===== config.mk =====
export PLATFORM = sky130hd
export DESIGN_NAME = cache_arbiter
export DESIGN_NICKNAME = d
export VERILOG_FILES = /design/src/rtl/cache_arbiter.sv
export SDC_FILE = /design/constraint.sdc
export NUM_CORES = 1
export LEC_CHECK = 0
export BUFFER_PORTS_ARGS = -buffer_cell sky130_fd_sc_hd__buf_2
export CORE_AREA = 2 2 540 542
export CTS_CLUSTER_SIZE = 20
export DETAILED_ROUTE_END_ITERATION = 8
export DIE_AREA = 0 0 542 544
export SYNTH_ARGS = -nofsm -noshare
export SYNTH_HDL_FRONTEND = slang
export SYNTH_SLANG_ARGS = --single-unit
export TNS_END_PERCENT = 30

===== constraint.sdc =====
create_clock -name clk -period 2.35 [get_ports clk]
set_clock_uncertainty 0.05 [all_clocks]
set_input_delay 0.47 -clock clk [delete_from_list [all_inputs] [get_ports clk]]
set_output_delay 0.47 -clock clk [all_outputs]
set_load 0.02 [all_outputs]

===== src/rtl/cache_arbiter.sv =====
// Shares one line-wide memory port between the icache (A, read-only) and the
// dcache (B, read/write); ties are broken round-robin against the last grant.
module cache_arbiter #(
  parameter int ADDR_WIDTH = 32,
  parameter int LINE_WIDTH = 256
) (
  input  logic                  clk,
  input  logic                  rst,
  input  logic                  pmem_read_a,
  input  logic [ADDR_WIDTH-1:0] pmem_addr_a,
  output logic [LINE_WIDTH-1:0] pmem_rdata_a,
  output logic                  pmem_resp_a,
  input  logic                  pmem_read_b,
  input  logic                  pmem_write_b,
  input  logic [ADDR_WIDTH-1:0] pmem_address_b,
  input  logic [LINE_WIDTH-1:0] pmem_wdata_b,
  output logic [LINE_WIDTH-1:0] pmem_rdata_b,
  output logic                  pmem_resp_b,
  output logic                  pmem_read,
  output logic                  pmem_write,
  output logic [ADDR_WIDTH-1:0] pmem_address,
  output logic [LINE_WIDTH-1:0] pmem_wdata,
  input  logic [LINE_WIDTH-1:0] pmem_rdata,
  input  logic                  pmem_resp
);

  typedef enum logic [1:0] {IDLE, SERVE_A, SERVE_B} state_e;
  typedef enum logic {GRANT_A, GRANT_B} grant_e;

  state_e                  state_q;
  grant_e                  last_grant_q;
  logic                    read_q;
  logic                    write_q;
  logic [ADDR_WIDTH-1:0]   addr_q;
  logic [LINE_WIDTH-1:0]   wdata_q;

  logic req_a;
  logic req_b;
  logic grant_a;
  logic grant_b;

  always_comb begin
    req_a   = pmem_read_a;
    req_b   = pmem_read_b | pmem_write_b;
    grant_a = req_a && (!req_b || last_grant_q == GRANT_B);
    grant_b = req_b && !grant_a;
  end

  always_ff @(posedge clk) begin
    if (rst) begin
      state_q      <= IDLE;
      last_grant_q <= GRANT_A;
      read_q       <= 1'b0;
      write_q      <= 1'b0;
      addr_q       <= '0;
      wdata_q      <= '0;
    end else begin
      case (state_q)
        IDLE: begin
          if (grant_a) begin
            state_q      <= SERVE_A;
            last_grant_q <= GRANT_A;
            read_q       <= 1'b1;
            write_q      <= 1'b0;
            addr_q       <= pmem_addr_a;
            wdata_q      <= '0;
          end else if (grant_b) begin
            // A simultaneous read+write on B is a writeback ahead of refill.
            state_q      <= SERVE_B;
            last_grant_q <= GRANT_B;
            read_q       <= !pmem_write_b;
            write_q      <= pmem_write_b;
            addr_q       <= pmem_address_b;
            wdata_q      <= pmem_wdata_b;
          end
        end
        SERVE_A, SERVE_B: begin
          if (pmem_resp) begin
            state_q <= IDLE;
            read_q  <= 1'b0;
            write_q <= 1'b0;
          end
        end
        default: begin
          state_q <= IDLE;
          read_q  <= 1'b0;
          write_q <= 1'b0;
        end
      endcase
    end
  end

  assign pmem_read    = read_q;
  assign pmem_write   = write_q;
  assign pmem_address = addr_q;
  assign pmem_wdata   = wdata_q;
  assign pmem_resp_a  = pmem_resp && (state_q == SERVE_A);
  assign pmem_resp_b  = pmem_resp && (state_q == SERVE_B);
  assign pmem_rdata_a = pmem_rdata;
  assign pmem_rdata_b = pmem_rdata;

endmodule


==> impl_metrics.yaml <==
worst_setup_path:
  rrSetupSlack_ps: 150
  rr_endpoint: "pmem_wdata[181]"
  cp-end-kind: "flop"
  critPathLaunchType: "flop"
  cp-startpoint: "state_q[0]"
  crit_required_ps: 2870
  path_class: "flop to flop"
  r2r_start: "state_q[0]"
  cp_data_arrival_time_ps: 2720
  reg2reg_depth: 6
  crit_end: "pmem_wdata[181]"
  worstPathMaxFanout: 76
floorplan:
  dieHeight_um: 544
  dieWidth_um: 542
  die_area_um2: 295000
  start_util_pct: 5.02
  placementRows: 198
  placeableCoreArea_um2: 289000
  pin_count: 1386
synthesis:
  muxShareOfSynthArea_pct: 0
  ys.flop_type: "dfxtp_1"
  synth_compound_area_share_pct: 19.3
  synth_warnings: 0
  synth.largest_area_cell: "dfxtp_1"
  yosys_register_bits: 293
  yosys-top-cells-count: "buf_4, dfxtp_1, nor2_1"
  synthArstFlopShare_pct: 0
  synth.top_cell.area_share_pct: 40.4
  synth-xor-area-share_pct: 0
  avgSynthCellArea_um2: 9.02
  synth_fp_nets: 2195
  syn_inst: 1610
  synth_top_family_by_area: "buffers and inverters"
  synth_area_leaders: "dfxtp_1, buf_4, a32oi_1"
  synth_simple_gate_area_share_pct: 8.95
  yosysSeqAreaShare_pct: 40.4
  synth-edff-count: 0
  yosysMostFrequentCell: "buf_4"
  synth_area_um2: 14500
  ys_types: 27
  synth_adder_area_share_pct: 0.258
timing:
  hold_viol: 0
  worst_pin_slew_ps: 633
  relSlewSlack_pct: 57.8
  fmax_mhz: 455
  period_needed_ps: 2200
  finalSetupViolCount: 0
  drv_slew: 0
  post-route-period-util_pct: 93.5
  setup_tns_ps: 0
  rsz0062_at_grt: "false"
  fin_ws_ps: 152
worst_hold_path:
  worst_hold_path_type: "primary input to flop"
routing:
  route.detailed.drc: 0
  vias: 14020
  wirelength_um: 129000
  ant_nets: 0
  m1WireLength_um: 30900
  routed.top_layer: "met5"
  drtIter0Drc: 811
  dr_wl_met2_um: 59600
  drtPass1Iterations: 5
  vias_per_cell: 2.44
  wl_met3_um: 26400
  post_drt_wl_per_cell_um: 22.4
layout:
  fin_nets: 2493
  area_delta_synth_final_pct: 53.7
  num-fill-cells: 33708
  layout-drive-gt1-share_pct: 37.9
global_routing:
  antenna_found_initial: 80
  overflow: 0
  gr-usage-all-layers_pct: 8.22
  grt_max_degree: 77
  grt_pass1_wl_um: 155000
  grt_pass1_vias: 13473
place:
  place_congestion: 0.945
  detailedPlace.worstSlack_ps: 259
  port_buffers: 617
  dp_hpwl_um: 107000
power_and_ir_drop:
  peakVddDrop_mv: 0.585
  clockPowerShare_pct: 36.2
  power_frac_comb_pct: 30.1
  p_per_area_nw_per_um2: 797
  p_switching_mw: 6.77
  leakage_nw: 8.25
  power_frac_seq_pct: 33.7
  p_int_mw: 11.0
  swShare_pct: 38.0
status:
  status: "finished, final reports clean"
clock_network:
  numClockSinks: 293
  worstSkewPairLatency_ps: 640
  cts_max_level: 2
  cts_setup_buffers: 0
  numCtsBuffers: 38
  clockRootBuffer: "clkbuf_16"
  path_clk_slew_ps: 60
  cts_tree: "built"
  clockBufferDepth: 3
run:
  maxCapViolations: 0
==> worst min path at each step <==
| stage | slack, ps | cells past startpoint | to | from |
|---|---|---|---|---|
| 4_1_cts | 0.5 | 3 | pmem_wdata[103] | pmem_wdata_b[103] |
| 2_1_floorplan | 420 | 1 | state_q[0] | state_q[0] |
| 6_report | 70 | 3 | pmem_address[17] | pmem_addr_a[17] |
| 5_1_grt | 30 | 3 | pmem_wdata[131] | pmem_wdata_b[131] |
| 3_5_place_dp | 420 | 2 | pmem_wdata[199] | pmem_wdata[199] |
| 3_3_place_gp | 410 | 2 | pmem_wdata[177] | pmem_wdata[177] |
==> sequential cells by signal, summed over array words and instances, names as in the netlist <==
signal and flops:
pmem_wdata 256, pmem_address 32, state_q 2, last_grant_q 1, pmem_read 1, pmem_write 1
==> worst max-delay path, cell delays in order, from the launching register on <==
cell and delay (ps):
dfxtp_1 330, inv_1 130, ha_4 200, buf_12 340
buf_4 590, a32oi_1 260, nor2_1 150
==> cell usage in the layout, fill, tap and decap left out, drive strengths merged <==
cell type / n
buf: 661
dfxtp: 293
nor2: 289
a32oi: 256
dlygate4sd3: 248
clkbuf: 43
o21ai: 32
nand3: 32
a311oi: 32
diode: 21
clkinv: 13
inv: 7
bufinv: 4
a32o: 3
clkinvlp: 3
ha: 3
and2: 2
nand2: 2
o21ba: 1
o31a: 1
o21bai: 1
a2bb2oi: 1
o31ai: 1
nand2b: 1
and3b: 1
or4b: 1
a21oi: 1
a22o: 1
a22oi: 1
or3: 1
==> kinds of logic (layout without fill, tap and decap cells) <==
group                      Yosys count  after routing
other                                0             21
AOI/OAI and AO/OA                  331            331
adders and majority gates            3              3
buffers and inverters              654            979
DFF                                293            293
and+or+nand+nor                    329            329
==> metal layers <==
layer	track usage, %	vias up
li1	-	5818
met1	5.80	6267
met2	13.7	1381
met3	7.38	496
met4	6.16	58
met5	0.211	-
==> layout make-up <==
| type | count | area [um2] | share of cell area, % |
|---|---|---|---|
| Timing Repair Buffer | 909 | 6160 | 27.6 |
| Sequential cell | 293 | 5870 | 26.3 |
| Tap cell | 3800 | 4750 | 21.3 |
| Multi-Input combinational cell | 663 | 4190 | 18.8 |
| Clock buffer | 43 | 1000 | 4.48 |
| Clock inverter | 24 | 300 | 1.34 |
| Antenna cell | 21 | 52.6 | 0.235 |
| Inverter | 3 | 11.3 | 0.0504 |
==> per-stage QoR <==
step | cell area [um2] | hold WS (ps) | util [%] | cells | total power [mW]
after global routing | 22300 | 34.6 | 7.71 | 5745 | 18.7
after detailed placement | 18500 | 416 | 6.39 | 5420 | 11.1
after floorplan | 14500 | 420 | - | 1610 | 10.0
after global placement | 18500 | 411 | 6.39 | 5420 | 11.0
after CTS | 22300 | 0.468 | 7.70 | 5735 | 18.2
final | 22300 | 67.6 | 7.72 | 5756 | 17.8
==> what timing repair did <==
action,4_1_cts,5_1_grt
gates resized for setup,0,2
hold endpoints to repair,243,0
hold buffers,248,0
endpoints found under the setup margin,0,1
==> power groups by stage <==
stage / sequential [mW] / combinational, mW / clock, mW
floorplan: 6.79 / 3.24 / 0
global placement: 6.07 / 4.98 / 0
global route: 6.06 / 5.73 / 6.89
CTS: 5.98 / 5.41 / 6.79
detailed placement: 6.06 / 4.99 / 0
finish: 5.99 / 5.36 / 6.45
Note: power is estimated with default switching activity, not from simulation.
